## src/rtl/gpio_pkg.sv

```systemverilog
// Shared arbiter types and sizing defaults for the GPIO register-port arbiter.
`ifndef DATA_WIDTH
`define DATA_WIDTH 32
`endif
`ifndef ADDR_WIDTH
`define ADDR_WIDTH 8
`endif

package gpio_pkg;

  localparam int NUM_REQ = 2;

  typedef enum logic [1:0] {
    IDLE  = 2'd0,
    GRANT = 2'd1,
    RESP  = 2'd2
  } arb_state_t;

endpackage

```

## src/rtl/rr_arb2.sv

```systemverilog
// Two-way round-robin winner selection; ptr names the favoured requester on a tie.
module rr_arb2 (
  input  logic [1:0] req,
  input  logic       ptr,
  output logic [1:0] grant
);

  // Combinational one-hot winner from the current request vector
  always_comb begin
    grant = 2'b00;
    case (req)
      2'b01:   grant = 2'b01;
      2'b10:   grant = 2'b10;
      2'b11:   grant = ptr ? 2'b10 : 2'b01;
      default: grant = 2'b00;
    endcase
  end

endmodule

```

## src/rtl/gpio_arbiter.sv

```systemverilog
// Arbitrates two requesters onto a single GPIO register port with a fixed
// IDLE -> GRANT -> RESP sequence; all outputs are registered.
module gpio_arbiter
  import gpio_pkg::*;
#(
  parameter int DATA_WIDTH = `DATA_WIDTH,
  parameter int ADDR_WIDTH = `ADDR_WIDTH
) (
  input  logic                                 PCLK,
  input  logic                                 PRESET,
  input  logic [NUM_REQ-1:0]                   req,
  input  logic [NUM_REQ-1:0]                   we,
  input  logic [NUM_REQ-1:0][ADDR_WIDTH-1:0]   addr,
  input  logic [NUM_REQ-1:0][DATA_WIDTH-1:0]   wdata,
  input  logic [NUM_REQ-1:0][DATA_WIDTH/8-1:0] strb,
  output logic [NUM_REQ-1:0]                   ack,
  output logic [DATA_WIDTH-1:0]                rdata,
  output logic                                 err,
  output logic                                 gpio_wr_en,
  output logic                                 gpio_rd_en,
  output logic [ADDR_WIDTH-1:0]                gpio_reg_addr,
  output logic [DATA_WIDTH-1:0]                gpio_wdata,
  output logic [DATA_WIDTH/8-1:0]              gpio_strb,
  input  logic [DATA_WIDTH-1:0]                gpio_rdata,
  input  logic                                 gpio_error,
  output logic                                 grant_id
);

  arb_state_t state, state_nxt;
  logic       ptr;
  logic [1:0] grant;
  logic       win;

  rr_arb2 u_rr_arb2 (
    .req   (req),
    .ptr   (ptr),
    .grant (grant)
  );

  assign win = grant[1];

  // State register
  always_ff @(posedge PCLK) begin
    if (PRESET) begin
      state <= IDLE;
    end else begin
      state <= state_nxt;
    end
  end

  // Next-state logic
  always_comb begin
    state_nxt = state;
    case (state)
      IDLE: begin
        if (req != 2'b00) begin
          state_nxt = GRANT;
        end else begin
          state_nxt = IDLE;
        end
      end
      GRANT:   state_nxt = RESP;
      RESP:    state_nxt = IDLE;
      default: state_nxt = IDLE;
    endcase
  end

  // The gpio_* registers double as the latched transaction, so they are only
  // non-zero for the single GRANT cycle; ack/rdata/err likewise for RESP.
  always_ff @(posedge PCLK) begin
    if (PRESET) begin
      ptr           <= 1'b0;
      grant_id      <= 1'b0;
      gpio_wr_en    <= 1'b0;
      gpio_rd_en    <= 1'b0;
      gpio_reg_addr <= '0;
      gpio_wdata    <= '0;
      gpio_strb     <= '0;
      ack           <= 2'b00;
      rdata         <= '0;
      err           <= 1'b0;
    end else begin
      gpio_wr_en    <= 1'b0;
      gpio_rd_en    <= 1'b0;
      gpio_reg_addr <= '0;
      gpio_wdata    <= '0;
      gpio_strb     <= '0;
      ack           <= 2'b00;
      rdata         <= '0;
      err           <= 1'b0;
      if (state == IDLE && req != 2'b00) begin
        ptr           <= ~win;
        grant_id      <= win;
        gpio_wr_en    <= we[win];
        gpio_rd_en    <= ~we[win];
        gpio_reg_addr <= addr[win];
        gpio_wdata    <= wdata[win];
        gpio_strb     <= we[win] ? strb[win] : '0;
      end
      if (state == GRANT) begin
        ack   <= grant_id ? 2'b10 : 2'b01;
        rdata <= gpio_wr_en ? '0 : gpio_rdata;
        err   <= gpio_error;
      end
    end
  end

endmodule

```

## config.mk

```make
export PLATFORM = sky130hd
export DESIGN_NAME = gpio_arbiter
export DESIGN_NICKNAME = d
export VERILOG_FILES = /design/src/rtl/gpio_pkg.sv /design/src/rtl/rr_arb2.sv /design/src/rtl/gpio_arbiter.sv
export SDC_FILE = /design/constraint.sdc
export NUM_CORES = 1
export LEC_CHECK = 0
export CAP_MARGIN = 20
export CORE_ASPECT_RATIO = 1.1
export CORE_MARGIN = 8
export CORE_UTILIZATION = 38
export DETAILED_ROUTE_END_ITERATION = 6
export MAX_ROUTING_LAYER = met4
export PLACE_DENSITY = 0.85
export SETUP_SLACK_MARGIN = 0.5
export SYNTH_ARGS = -nofsm -noshare
export SYNTH_HDL_FRONTEND = slang
export SYNTH_SLANG_ARGS = --single-unit
```

## constraint.sdc

```tcl
create_clock -name PCLK -period 2.7 [get_ports PCLK]
set_clock_uncertainty 0.15 [all_clocks]
set_input_delay 0.54 -clock PCLK [delete_from_list [all_inputs] [get_ports PCLK]]
set_output_delay 0.54 -clock PCLK [all_outputs]
set_load 0.1 [all_outputs]
```

# [After elaboration in Yosys (flattened, before gate mapping)]
# Cells that the tools add are included.
[totals] regBits=85 input_bits=127 output_inout_bits=82 word_cells=40
[classes] magnitude_cmp=1 n_eq_ne=4 n_mux=13 bitwise=4 reduce_logical=7
[ops] cell="32-bit 2-to-1 mux" n=2
[ops] cell="8-bit 2-to-1 mux" n=2
[ops] cell="4-bit 2-to-1 mux" n=2
[ops] cell="2-bit case mux with 3 select lines" n=1
[ops] cell="3-bit OR reduction" n=2
[ops] cell="2-bit by 1-bit == test with 1-bit output, second input constant" n=2
[ops] cell="2-bit == test, second input constant" n=2
[ops] cell="2-bit 2-to-1 mux" n=2
[ops] cell="1-bit inverter" n=4
[ops] cell="2-bit case mux with 2 select lines" n=1
[ops] cell="2-bit OR reduction" n=2
[ops] cell="1-bit 2-to-1 mux" n=3
[ops] cell="2-bit zero test" n=1
[ops] cell="1-bit by 2-bit < comparator with 1-bit output, second input constant" n=1
[ops] cell="2-bit nonzero test" n=1
[ops] cell="1-bit logical AND" n=1

# [Depth between registers and ports, before layout]
[depth] ltp_word=6 mapped_depth=6 mapped_depth_nobuf=3

# [Cells and area by module]
# From an unflattened synthesis, not the netlist that was laid out.
[unflattened] hier_cells=245 hier_area_um2=2750.1
[modules_own_cells] module="gpio_arbiter" instances=1 cells_per_inst=242 area_each_um2=2731.4 seq_area_each_um2=1701.6
[modules_own_cells] module="rr_arb2" instances=1 cells_per_inst=3 area_each_um2=18.8 seq_area_each_um2=0.0

# [Worst setup path before layout]
# No wires, ideal clock.
[synth_timing] path_kind="register to register" from="reg gpio_wr_en" to="reg rdata[0]" setup_time_ns=0.115 t_arrival_ns=1.452 required_ns=2.435 path_slack_ns=0.983 stages_incl_launch_ff=4 path_buffers=1 period_less_slack_ns=1.717 path_cell_list="dfxtp_1 > nor2_1 > buf_2 > and2_1"
[synth_between] elab_chain_len=1
[synth_lines] item="from (decl)" line="gpio_arbiter.sv:19" text="output logic gpio_wr_en,"
[synth_lines] item="from (signal assigned)" line="gpio_arbiter.sv:94" text="gpio_wr_en <= we[win];"
[synth_lines] item="3-bit OR reduction (no source line)"
[synth_lines] item="to (signal assigned)" line="gpio_arbiter.sv:102" text="rdata <= gpio_wr_en ? '0 : gpio_rdata;"
[synth_lines] item="to (decl)" line="gpio_arbiter.sv:17" text="output logic [DATA_WIDTH-1:0] rdata,"
# No other way between the ends.
# A chain may end at the register's enable or synchronous reset.

# [Final worst setup path]
[layout_timing] from="in PRESET" to="reg gpio_wdata[23]"
[layout_between] elab_chain_len=1
[layout_lines] item="from (decl)" line="gpio_arbiter.sv:10" text="input logic PRESET,"
[layout_lines] item="2-bit OR reduction (no source line)"
[layout_lines] item="to (signal assigned)" line="gpio_arbiter.sv:97" text="gpio_wdata <= wdata[win];"
[layout_lines] item="to (decl)" line="gpio_arbiter.sv:22" text="output logic [DATA_WIDTH-1:0] gpio_wdata,"
# No other way between the ends.

==> summary.md <==
| Metric | Value |
|---|---|
| Proportion of layout cells with a drive suffix above 1 | 0.278 |
| Top FF cell, synth | dfxtp_1 |
| Worst VDD drop | 0.333 mV |
| Port Buffer Count | 208 |
| Critical Path Start Type | input pin |
| Worst Max-Slew Pin Slew | 0.423 ns |
| Final wirelength | 11.4 mm |
| Synth Cell Area | 0.00307 mm2 |
| Clock-pin slew on the worst setup and hold paths | 0.09 ns |
| Critical path data required time | 2.84 ns |
| H-tree depth | 3 |
| WP data arrival | 2.11 ns |
| # diodes | 0 |
| GP Congestion | 0.828 |
| CTS sink count | 85 |
| Worst path slowest cell | or4_4 |
| Pwr/cell area | 634 mW/mm2 |
| Delay of the slowest critical-path stage | 0.71 ns |
| Run status | complete, no violations |
| Sequential-to-total area share from yosys stat | 0.554 |
| #FFs+latches synth | 85 |
| Clock buffer count from CTS | 9 |
| Largest net degree at the start of global routing | 46 |
| Hold/Removal Path Class | reg2reg |
| Total power draw | 3.33 mW |
| Drt wl/cell | 18.7 um |
| Initial antenna violation count | 0 |
| Setup TNS | 0 ns |
| Final hold vios | 0 |
| Worst-skew pair later-pin latency | 0.34 ns |
| Syn avg cell area | 10.3 um2 |
| Worst Setup Path Type | in2reg |
| Drt first pass iters | 4 |
| Async S/R FF share, synth | 0 |
| Row count | 34 |
| Min Tclk post-route | 1.97 ns |
| Number of global-route vias before repair | 3132 |
| Layout Nets | 625 |
| RSZ-0062 raised after global routing | no |
| LEAKAGE | 2.14 nW |
| Io pins | 209 |
| Post-synth EDFFs | 0 |
| Die Span X | 102 um |
| Most frequent cells in the layout | 125 x clkdlybuf4s50_1, 88 x buf_4, 85 x dfxtp_1 |
| Core area | 0.00787 mm2 |
| Die Ht | 110 um |
| Hold_buf cts | 0 |
| Final setup violation count | 0 |
| Total track usage | 0.204 |
| Remaining DRCs | 0 |
| DP Wirelength | 8.83 mm |
| Synth warnings | 0 |
| Crit-path cells | clkdlybuf4s50_1 -> or4_4 -> buf_12 -> a21oi_2 |
| Via/cell ratio | 4.96 |
| Initial drt markers | 160 |
| Via count | 3031 |
| Critical Path End Type | flop |
| CTS root buffer | clkbuf_8 |
| Maximum buffer depth of the clock tree | 2 |
| Worst-path maximum fanout | 26 |
| Antenna-violating nets left | 0 |
| Starting Density | 0.390 |
| Syn nets | 425 |
| Area grow syn2layout | 71.1% |
| Final Slew Violations | 0 |
| First-pass GRT wire length | 16.9 mm |
| Library cells used by synthesis | 27 |
| Die ar. | 0.0112 mm2 |
| Grt ovf | 0 |
| Post-CTS setup buffers | 0 |
| Commonest non-fill, non-tap cell in the layout | clkdlybuf4s50_1 |
| Syn Inst Count | 298 |
| Achievable Freq | 507 MHz |
| Post_cts resized | 0 |
| Relative max-transition margin | 0.717 |
| CTS tree | yes |
| Max_cap viols | 0 |
| Tcrit/Tclk final | 0.731 |
power by group:
group          switching [mW]  leakage, nW  internal, mW
clock network           0.476        0.110         0.526
logic                   0.656         1.34         0.326
registers              0.0243        0.694          1.32
metrics by stage:
step | instances | utilization | worst slack (ns) | instance area (um2) | hold slack [ns]
2_1_floorplan | 298 | - | 0.983 | 3070 | 0.323
3_3_place_gp | 595 | 0.639 | 0.407 | 5030 | 0.296
3_5_place_dp | 595 | 0.639 | 0.376 | 5030 | 0.307
4_1_cts | 611 | 0.667 | 0.747 | 5250 | 0.327
5_1_grt | 611 | 0.667 | 0.668 | 5250 | 0.371
6_report | 611 | 0.667 | 0.726 | 5250 | 0.325
worst paths after layout:
check                                      startpoint                        end  slack [ns]  cells past startpoint
worst min register to register  grant_id$_SDFFE_PP0N_          ack[0]$_SDFF_PP0_        0.33                      1
worst min-delay path            grant_id$_SDFFE_PP0N_          ack[0]$_SDFF_PP0_        0.33                      1
worst max register to register    state[1]$_SDFF_PP0_  gpio_wdata[23]$_SDFF_PP0_        0.99                      3
worst max-delay path                           PRESET  gpio_wdata[23]$_SDFF_PP0_        0.73                      4
cell type report:
class | instances | area (um2)
fill | 600 | 2620
timing repair buffer | 216 | 1960
sequential | 85 | 1700
multi-input combinational | 182 | 1220
tap | 108 | 135
clock buffer | 9 | 124
clock inverter | 7 | 98.8
inverter | 4 | 15.0
Yosys cell counts (all sizes together), types with 2 or more instances:
cell type,n,share of area
dfxtp,85,0.55
a21oi,46,0.11
nand3b,41,0.10
o21ai,41,0.067
and2,32,0.065
clkbuf,16,0.020
buf,11,0.026
inv,4,0.0049
nand4b,4,0.011
nor2,4,0.0057
o211ai,4,0.0098
and3,2,0.0041
or4,2,0.0061
cell families (layout without fill, tap and decap cells):
family	after synthesis	in the layout	share of synthesized area
flip-flops	85	85	0.554
buffers and inverters	31	236	0.0506
AO/OA/AOI/OAI	93	93	0.193
AND/OR/NAND/NOR	89	89	0.202
registers in the layout (all words and copies together), names as in the netlist:
signal         cells
err                1
rdata             32
gpio_rd_en         1
gpio_wr_en         1
ptr                1
gpio_strb          4
gpio_wdata        32
grant_id           1
state              2
gpio_reg_addr      8
ack                2
critical path, delay by kind of cell:
kind,cells,cell delay [ns]
and+or+nand+nor,1,0.71
AOI/OAI and AO/OA,1,0.12
buffers and inverters,2,0.73
routing by layer:
layer  up-vias  GRT usage  share of wire
met5         -          -              0
li1       1427          -              -
met4         0     0.0969          0.025
met1      1438      0.205           0.38
met2       145      0.359           0.51
met3        21     0.0546          0.089
Power figures use the tool's default switching activity.
